[src/rtl/nios_cpu_div_cell_if.sv]
// Operand/handshake bundle between the Nios M-stage and the iterative divider.
// master = CPU side, slave = divider side.
interface nios_cpu_div_cell_if #(
  parameter int unsigned DATA_W = 32
);
  logic [DATA_W-1:0] M_div_src1;
  logic [DATA_W-1:0] M_div_src2;
  logic              M_div_signed;
  logic              M_div_start;
  logic              M_div_kill;
  logic              M_div_busy;
  logic              M_div_done;
  logic [DATA_W-1:0] M_div_quot;
  logic [DATA_W-1:0] M_div_rem;
  logic              M_div_dbz;

  modport master (
    output M_div_src1, M_div_src2, M_div_signed, M_div_start, M_div_kill,
    input  M_div_busy, M_div_done, M_div_quot, M_div_rem, M_div_dbz
  );

  modport slave (
    input  M_div_src1, M_div_src2, M_div_signed, M_div_start, M_div_kill,
    output M_div_busy, M_div_done, M_div_quot, M_div_rem, M_div_dbz
  );
endinterface

[src/rtl/nios_cpu_div_cell.sv]
// Iterative restoring radix-2 divider (div/divu) for the Nios M-stage, one quotient bit per clock.
// Optional NIOS_CPU_DIV_EARLY_OUT_EN: skip the iteration when divisor is zero or exceeds the dividend.
module nios_cpu_div_cell #(
  parameter int unsigned       DATA_W   = 32,
  parameter logic [DATA_W-1:0] DBZ_QUOT = {DATA_W{1'b1}}
) (
  input logic                  clk,
  input logic                  reset,
  nios_cpu_div_cell_if.slave   div_if
);

  localparam int unsigned CNT_W = $clog2(DATA_W);

  typedef enum logic [2:0] {S_IDLE, S_PREP, S_DIV, S_FIX, S_DONE} state_t;

  state_t            state, state_nx;
  logic [DATA_W-1:0] dvd, dvs, rem_p, src1_orig;
  logic [DATA_W-1:0] quot_q, rem_q;
  logic              sgn, neg_q, neg_r, dbz, dbz_q;
  logic [CNT_W-1:0]  count;

  logic [DATA_W-1:0] dvd_mag, dvs_mag, quot_fix, rem_fix;
  logic [DATA_W:0]   trial;
  logic              qbit, early_out, accept;

  assign accept = div_if.M_div_start && !div_if.M_div_kill;

  always_comb begin
    dvd_mag  = (sgn && dvd[DATA_W-1]) ? -dvd : dvd;
    dvs_mag  = (sgn && dvs[DATA_W-1]) ? -dvs : dvs;
    // Quotient bits shift into dvd from the right, so after DATA_W steps dvd holds the quotient.
    trial    = {rem_p, dvd[DATA_W-1]};
    qbit     = (trial >= {1'b0, dvs});
`ifdef NIOS_CPU_DIV_EARLY_OUT_EN
    early_out = (dvs == '0) || (dvs_mag > dvd_mag);
`else
    early_out = 1'b0;
`endif
    quot_fix = neg_q ? -dvd : dvd;
    rem_fix  = neg_r ? -rem_p : rem_p;
    if (dbz) begin
      quot_fix = DBZ_QUOT;
      rem_fix  = src1_orig;
    end
  end

  always_ff @(posedge clk) begin
    if (reset) state <= S_IDLE;
    else       state <= state_nx;
  end

  always_comb begin
    state_nx = state;
    case (state)
      S_IDLE:  if (accept) state_nx = S_PREP;
      S_PREP:  state_nx = early_out ? S_FIX : S_DIV;
      S_DIV:   if (count == '0) state_nx = S_FIX;
      S_FIX:   state_nx = S_DONE;
      S_DONE:  state_nx = S_IDLE;
      default: state_nx = S_IDLE;
    endcase
    if (div_if.M_div_kill && state != S_IDLE) state_nx = S_IDLE;
  end

  always_ff @(posedge clk) begin
    if (reset) begin
      dvd       <= '0;
      dvs       <= '0;
      rem_p     <= '0;
      src1_orig <= '0;
      sgn       <= 1'b0;
      neg_q     <= 1'b0;
      neg_r     <= 1'b0;
      dbz       <= 1'b0;
      count     <= '0;
      quot_q    <= '0;
      rem_q     <= '0;
      dbz_q     <= 1'b0;
    end else begin
      case (state)
        S_IDLE: if (accept) begin
          dvd       <= div_if.M_div_src1;
          dvs       <= div_if.M_div_src2;
          src1_orig <= div_if.M_div_src1;
          sgn       <= div_if.M_div_signed;
          neg_q     <= div_if.M_div_signed &
                       (div_if.M_div_src1[DATA_W-1] ^ div_if.M_div_src2[DATA_W-1]);
          neg_r     <= div_if.M_div_signed & div_if.M_div_src1[DATA_W-1];
        end
        S_PREP: begin
          dvs   <= dvs_mag;
          dbz   <= (dvs == '0);
          count <= CNT_W'(DATA_W - 1);
          if (early_out) begin
            rem_p <= dvd_mag;
            dvd   <= '0;
          end else begin
            rem_p <= '0;
            dvd   <= dvd_mag;
          end
        end
        S_DIV: begin
          rem_p <= qbit ? (trial[DATA_W-1:0] - dvs) : trial[DATA_W-1:0];
          dvd   <= {dvd[DATA_W-2:0], qbit};
          count <= count - CNT_W'(1);
        end
        S_FIX: if (!div_if.M_div_kill) begin
          quot_q <= quot_fix;
          rem_q  <= rem_fix;
          dbz_q  <= dbz;
        end
        default: ;
      endcase
    end
  end

  assign div_if.M_div_busy = (state == S_PREP) || (state == S_DIV) || (state == S_FIX);
  assign div_if.M_div_done = (state == S_DONE);
  assign div_if.M_div_quot = quot_q;
  assign div_if.M_div_rem  = rem_q;
  assign div_if.M_div_dbz  = dbz_q;

endmodule
[src/flat_wrapper.sv]
// flat-port wrapper written by rule: the top's interface ports become plain ports
module nios_cpu_div_cell_flat 
#(
  parameter int unsigned       DATA_W   = 32,
  parameter logic [DATA_W-1:0] DBZ_QUOT = {DATA_W{1'b1}}
)
  (clk, reset, div_if_M_div_src1, div_if_M_div_src2, div_if_M_div_signed, div_if_M_div_start, div_if_M_div_kill, div_if_M_div_busy, div_if_M_div_done, div_if_M_div_quot, div_if_M_div_rem, div_if_M_div_dbz);
  nios_cpu_div_cell_if #(.DATA_W(DATA_W)) div_if_i ();
  input logic clk;
  input logic reset;
  input wire logic [$bits(div_if_i.M_div_src1)-1:0] div_if_M_div_src1;
  input wire logic [$bits(div_if_i.M_div_src2)-1:0] div_if_M_div_src2;
  input wire logic [$bits(div_if_i.M_div_signed)-1:0] div_if_M_div_signed;
  input wire logic [$bits(div_if_i.M_div_start)-1:0] div_if_M_div_start;
  input wire logic [$bits(div_if_i.M_div_kill)-1:0] div_if_M_div_kill;
  output wire logic [$bits(div_if_i.M_div_busy)-1:0] div_if_M_div_busy;
  output wire logic [$bits(div_if_i.M_div_done)-1:0] div_if_M_div_done;
  output wire logic [$bits(div_if_i.M_div_quot)-1:0] div_if_M_div_quot;
  output wire logic [$bits(div_if_i.M_div_rem)-1:0] div_if_M_div_rem;
  output wire logic [$bits(div_if_i.M_div_dbz)-1:0] div_if_M_div_dbz;
  assign div_if_i.M_div_src1 = div_if_M_div_src1;
  assign div_if_i.M_div_src2 = div_if_M_div_src2;
  assign div_if_i.M_div_signed = div_if_M_div_signed;
  assign div_if_i.M_div_start = div_if_M_div_start;
  assign div_if_i.M_div_kill = div_if_M_div_kill;
  assign div_if_M_div_busy = div_if_i.M_div_busy;
  assign div_if_M_div_done = div_if_i.M_div_done;
  assign div_if_M_div_quot = div_if_i.M_div_quot;
  assign div_if_M_div_rem = div_if_i.M_div_rem;
  assign div_if_M_div_dbz = div_if_i.M_div_dbz;
  nios_cpu_div_cell #(.DATA_W(DATA_W), .DBZ_QUOT(DBZ_QUOT)) u_core (.clk(clk), .reset(reset), .div_if(div_if_i));
endmodule
[config.mk]
export PLATFORM = sky130hd
export DESIGN_NAME = nios_cpu_div_cell_flat
export DESIGN_NICKNAME = d
export VERILOG_FILES = /design/src/rtl/nios_cpu_div_cell_if.sv /design/src/rtl/nios_cpu_div_cell.sv /design/src/flat_wrapper.sv
export SDC_FILE = /design/constraint.sdc
export NUM_CORES = 1
export LEC_CHECK = 0
export CORE_ASPECT_RATIO = 0.9
export CORE_MARGIN = 4
export CORE_UTILIZATION = 52
export CTS_CLUSTER_SIZE = 40
export DETAILED_ROUTE_END_ITERATION = 10
export GPL_TIMING_DRIVEN = 0
export PLACE_DENSITY = 0.77
export SLEW_MARGIN = 30
export SYNTH_ARGS = -nofsm -noshare
export SYNTH_HDL_FRONTEND = slang
export SYNTH_SLANG_ARGS = --single-unit
[constraint.sdc]
create_clock -name clk -period 3 [get_ports clk]
set_clock_uncertainty 0.15 [all_clocks]
set_input_delay 0.9 -clock clk [delete_from_list [all_inputs] [get_ports clk]]
set_output_delay 0.9 -clock clk [all_outputs]
set_load 0.02 [all_outputs]
=== After elaboration in Yosys (flattened, before gate mapping) ===
Cells that the tools add are included.
W data, S select, Z words.

* Register bits: 205
* Output and inout bits: 67
* Logic and storage cells: 67

* Add/subtract/negate cells: 5
* $lt $le $gt $ge: 1
* Equality and inequality tests: 8
* Muxes and demuxes: 16
* Bitwise gates (word level): 4
* Reductions and logical operators: 20

{| class="wikitable"
|+ Operators with widths
! cell !! number
|-
| $mux W32 || 9
|-
| $pmux W32 S2 || 2
|-
| $neg A32 Y32 || 3
|-
| $pmux W32 S3 || 1
|-
| $ge A33 B32 Y1 || 1
|-
| $logic_not A32 Y1 || 1
|-
| $sub A32 B32 Y32 || 1
|-
| $pmux W3 S4 || 1
|-
| $pmux W5 S2 || 1
|-
| $ne A2 B1 Y1 const B || 4
|-
| $eq A3 B2 Y1 const B || 2
|-
| $mux W3 || 2
|-
| $reduce_and A2 Y1 || 3
|-
| $reduce_and A3 Y1 || 2
|-
| $reduce_bool A3 Y1 || 2
|-
| $logic_not A5 Y1 || 1
|-
| $sub A5 B1 Y5 const B || 1
|-
| $logic_and A1 B1 Y1 || 4
|-
| $reduce_bool A2 Y1 || 2
|-
| $eq A3 B1 Y1 const B || 1
|-
| $eq A3 B3 Y1 const B || 1
|-
| $logic_not A3 Y1 || 1
|-
| $and A1 B1 Y1 || 2
|-
| $logic_or A1 B1 Y1 || 2
|-
| other kinds (4) || 4
|}

=== Longest topological paths before layout ===
* Depth after elaboration: 4
* Mapped depth: 14
* Gate-level depth less buffers: 12

=== Worst setup path before layout ===
OpenSTA, ideal clock, no wires.

* Path type: register to register
* From: register u_core.dvd[31]
* To: register u_core.rem_p[30]
* Arrival time: 2.760 ns
* Data required time: 2.725 ns
* Setup slack: -0.035 ns
* Stages on the path, launching flop included: 13
* Period minus slack after synthesis: 3.035 ns
* Cell sequence: dfxtp_1 inv_1 ha_1 inv_1 fa_1 a21o_1 a221oi_1 o211ai_1 a211oi_1 o41ai_1 a221oi_1 xor2_1 o21ai_0

* Longest elaborated chain between the ends: 3
* Elaborated cells on any way between the ends: 4
* Those cells by class: add/sub (1); order compare (1); mux (2)

{| class="wikitable"
|+ RTL lines
! item !! line !! text
|-
| start, declared || nios_cpu_div_cell.sv:17 || <nowiki>logic [DATA_W-1:0] dvd, dvs, rem_p, src1_orig;</nowiki>
|-
| start signal, assigned || nios_cpu_div_cell.sv:82 || <nowiki>dvd <= div_if.M_div_src1;</nowiki>
|-
| start signal, assigned || nios_cpu_div_cell.sv:99 || <nowiki>dvd <= dvd_mag;</nowiki>
|-
| start signal, assigned || nios_cpu_div_cell.sv:104 || <nowiki>dvd <= {dvd[DATA_W-2:0], qbit};</nowiki>
|-
| $sub A32 B32 Y32 / $ge A33 B32 Y1 (equally long branches) || nios_cpu_div_cell.sv:103, nios_cpu_div_cell.sv:33 ||
|-
| $mux W32 (*) || nios_cpu_div_cell.sv:103 || <nowiki>rem_p <= qbit ? (trial[DATA_W-1:0] - dvs) : trial[DATA_W-1:0];</nowiki>
|-
| $pmux W32 S2 (*) || nios_cpu_div_cell.sv:80 || <nowiki>case (state)</nowiki>
|-
| end signal, assigned || nios_cpu_div_cell.sv:95 || <nowiki>rem_p <= dvd_mag;</nowiki>
|-
| end signal, assigned || nios_cpu_div_cell.sv:103 ||
|-
| end, declared || nios_cpu_div_cell.sv:17 ||
|}

Mark *: on every way between the ends. The rest lies on a longest branch, timed or not.
A chain may end at the register's enable or synchronous reset.

=== Worst setup path after layout ===
* From: register u_core.rem_p[6]
* To: register u_core.rem_q[31] (netlist: u_core.div_if.M_div_rem[31])

* Longest elaborated chain between the ends: 3

{| class="wikitable"
|+ RTL lines
! item !! line !! text
|-
| $neg A32 Y32 || nios_cpu_div_cell.sv:40 || <nowiki>rem_fix = neg_r ? -rem_p : rem_p;</nowiki>
|-
| $mux W32 || nios_cpu_div_cell.sv:40 ||
|-
| $mux W32 || nios_cpu_div_cell.sv:41 || <nowiki>if (dbz) begin</nowiki>
|-
| end signal, assigned || nios_cpu_div_cell.sv:109 || <nowiki>rem_q <= rem_fix;</nowiki>
|-
| end, declared || nios_cpu_div_cell.sv:18 || <nowiki>logic [DATA_W-1:0] quot_q, rem_q;</nowiki>
|}

Every way passes these cells.

==> flow_summary.ini <==
[status]
status = finished, final reports clean

[floorplanning]
std_cell_rows = 53
die_area_sq_um = 26400
die_y_um = 155
num_io_pins = 136
core_sq_um = 23400
dieWidth_um = 171
start_util = 0.531

[logic_synthesis]
synth_nets = 1796
synth.yosys.seq_area_share = 0.330
syn_area_sq_um = 12400
synth-async-reset-ratio = 0
postSynthCellCount = 1689
synth.top_cell.area_share = 0.330
syn_area_per_cell_sq_um = 7.36
yosysUniqueCellTypes = 71
synth_ff_type = dfxtp_1
synth_top_cells_by_area = dfxtp_1 33%, a21oi_1 7.6%, nand2_1 7.5%
synth_edf_count = 0
ys_seq_elements = 205
yosysWarnings = 0
synth_area_leader_cell = dfxtp_1

[setup_path]
path_cells = or4_4 -> nor4_4 -> or3b_1 -> buf_6 -> or3_4 -> o41ai_4 -> xnor2_2 -> o21ai_1 -> a21oi_1
critPathCaptureType = flip-flop
cp_max_fo = 8
required_ps = 3230
cp_data_arrival_time_ps = 3230
crit_buf_inv = 1
critical_path.slowest_cell = or4_4
critPathKind = flip-flop to flip-flop
slowest_delay_ps = 590
path_delay_family = simple AND/OR/NAND/NOR gates
startpoint_type = flip-flop

[timing]
timing.final.hold_violations = 0
max_freq_ghz = 0.334
slew_headroom = 0.295
drv_slew = 0
setup-violations-final = 0
period_minus_slack_ps = 3000
fin_crit_sh = 0.999
worstMarginPinSlew_ps = 1060

[clocking]
clock-root-buffer = clkbuf_16
cts-buffers-inserted = 23
cts_sinks = 205
clk_latency_ps = 530
cts_max_level = 1
clk_pin_slew_ps = 60
cts_tree = yes
ctsLongestPathBuffers = 3

[power]
p_total_mw = 7.58
ir_drop_v = 0.000495
power_leakage_nw = 6.03
powerDensity_nw_per_um2 = 473

[place]
hpwl_mm = 34.7
port_buffers = 135
gp_congestion = 0.978
place_inst = 2126

[finish]
drive_gt1_frac = 0.142
regArea_sq_um = 4190
multiInputGateArea_sq_um = 8310
fin_cells = 2200
layout_common_cells = 245 x nand2_1, 182 x a21oi_1, 166 x nor2_1, 157 x dfxtp_1, 133 x clkdlybuf4s50_1
final_nets = 1992
layout_commonest_cell = nand2_1
fillerInstances = 2004
num_antenna_cells = 0
synthToLayoutAreaGrowth_pct = 28.9

[grt]
antenna_found_initial = 0
grt_usage = 0.338
grt_pass1_vias = 12900
gr-total-overflow = 0
grt_pass1_wl_mm = 71.5
grt_max_degree = 13

[routing]
routed_wl_mm = 47.5
drtPass1Iterations = 8
initialDrtViolationCount = 1768
drc_errors = 0
via_per_inst = 6.31
vias = 13900
avgRoutedWirePerCell_um = 21.6
drtAntennaViolNets = 0

[job]
drv_cap = 0

[worst_hold_path]
hold_class = flip-flop to flip-flop
-- synthesized netlist by cell type, types with 8 or more instances --
cell      number
a21oi_1      188
a21o_1        24
mux2i_1       20
o31ai_1       18
nand4_1       13
nor3_1        45
nor2b_1       12
o21ai_0      124
a32oi_1        8
a22oi_1       29
o211ai_1      13
nand2b_1      22
clkbuf_1     112
nand3_1       20
a221oi_1      13
xnor2_1       39
or3_1         17
a211oi_1      36
o22ai_1       16
ha_1          37
xor2_1        52
dfxtp_1      205
nor2_1       169
nand2_1      250
nor4_1        13
inv_1         58
a31oi_1        9
-- metrics by stage --
| step | util | hold slack (ps) | setup slack [ps] | TNS [ps] | cell area [sq um] |
|---|---|---|---|---|---|
| 2_1_floorplan | - | 281 | 17.9 | 0 | 12400 |
| 3_3_place_gp | 0.605 | 291 | -753 | -61660 | 14200 |
| 3_5_place_dp | 0.605 | 295 | -766 | -51960 | 14200 |
| 4_1_cts | 0.662 | 303 | 4.46 | 0 | 15500 |
| 5_1_grt | 0.684 | 319 | -48.7 | -222 | 16000 |
| 6_report | 0.684 | 305 | 3.01 | 0 | 16000 |
-- final timing paths --
check | from | endpoint | slack (ps) | cells past startpoint
worst min register to register | u_core.div_if.M_div_rem[17]$_SDFFE_PP0P_ | u_core.div_if.M_div_rem[17]$_SDFFE_PP0P_ | 310 | 2
worst max register to register | u_core.rem_p[6]$_SDFFE_PP0N_ | u_core.div_if.M_div_rem[31]$_SDFFE_PP0P_ | 3 | 9
worst min-delay path | u_core.div_if.M_div_rem[17]$_SDFFE_PP0P_ | u_core.div_if.M_div_rem[17]$_SDFFE_PP0P_ | 310 | 2
worst max-delay path | u_core.rem_p[6]$_SDFFE_PP0N_ | u_core.div_if.M_div_rem[31]$_SDFFE_PP0P_ | 3 | 9
-- timing repair --
item,CTS,global route
endpoints found under the setup margin,83,93
resized for setup,126,126
buffers inserted,22,22
pin swaps,17,35
hold buffers,0,0
-- logic make-up (layout without fill, tap and decap cells) --
| logic type | Yosys count | after routing | synth area share |
|---|---|---|---|
| AO/OA/AOI/OAI | 538 | 538 | 0.270 |
| multiplexers | 20 | 20 | 0.0161 |
| buffers and inverters | 184 | 393 | 0.0570 |
| adder cells (fa/ha/maj) | 38 | 38 | 0.0389 |
| flip-flops | 205 | 205 | 0.330 |
| AND/OR/NAND/NOR | 613 | 613 | 0.224 |
| XOR/XNOR | 91 | 91 | 0.0641 |
-- state kept, by name, summed over array words and instances, names as in the netlist --
name	cells
u_core.div_if.M_div_quot	32
u_core.div_if.M_div_rem	32
u_core.dvd	32
u_core.dvs	32
u_core.rem_p	32
u_core.src1_orig	32
u_core.count	5
u_core.state	3
u_core.dbz	1
u_core.div_if.M_div_dbz	1
u_core.neg_q	1
u_core.neg_r	1
u_core.sgn	1
-- layout make-up --
class	instances	area share
flip-flops and latches	205	0.261
clock inverters	4	0.00328
well taps	302	0.0236
repair buffers	179	0.105
clock buffers	34	0.0398
plain buffers	118	0.0342
multi-input cells	1300	0.519
inverters	58	0.0139
-- layer usage --
| layer | wire (um) | share of wire | track usage |
|---|---|---|---|
| met5 | 0 | 0 | 0 |
| met4 | 2740 | 0.058 | 0.160 |
| met3 | 4480 | 0.094 | 0.0488 |
| met2 | 21800 | 0.46 | 0.552 |
| met1 | 18500 | 0.39 | 0.440 |
-- worst register-to-register path: cells and delay by family (launching register included) --
| kind | cells | cell delay, ps |
|---|---|---|
| xor+xnor | 1 | 150 |
| simple gates | 4 | 1540 |
| flops | 1 | 390 |
| buf+inv | 1 | 160 |
| compound gates | 3 | 490 |
-- power by group --
part | internal [mW] | switching (mW) | total [mW]
combinational | 0.813 | 1.13 | 1.95
sequential | 2.81 | 0.105 | 2.92
clock | 1.55 | 1.17 | 2.72
total | 5.18 | 2.41 | 7.58
(Power assumes the default switching activity.)
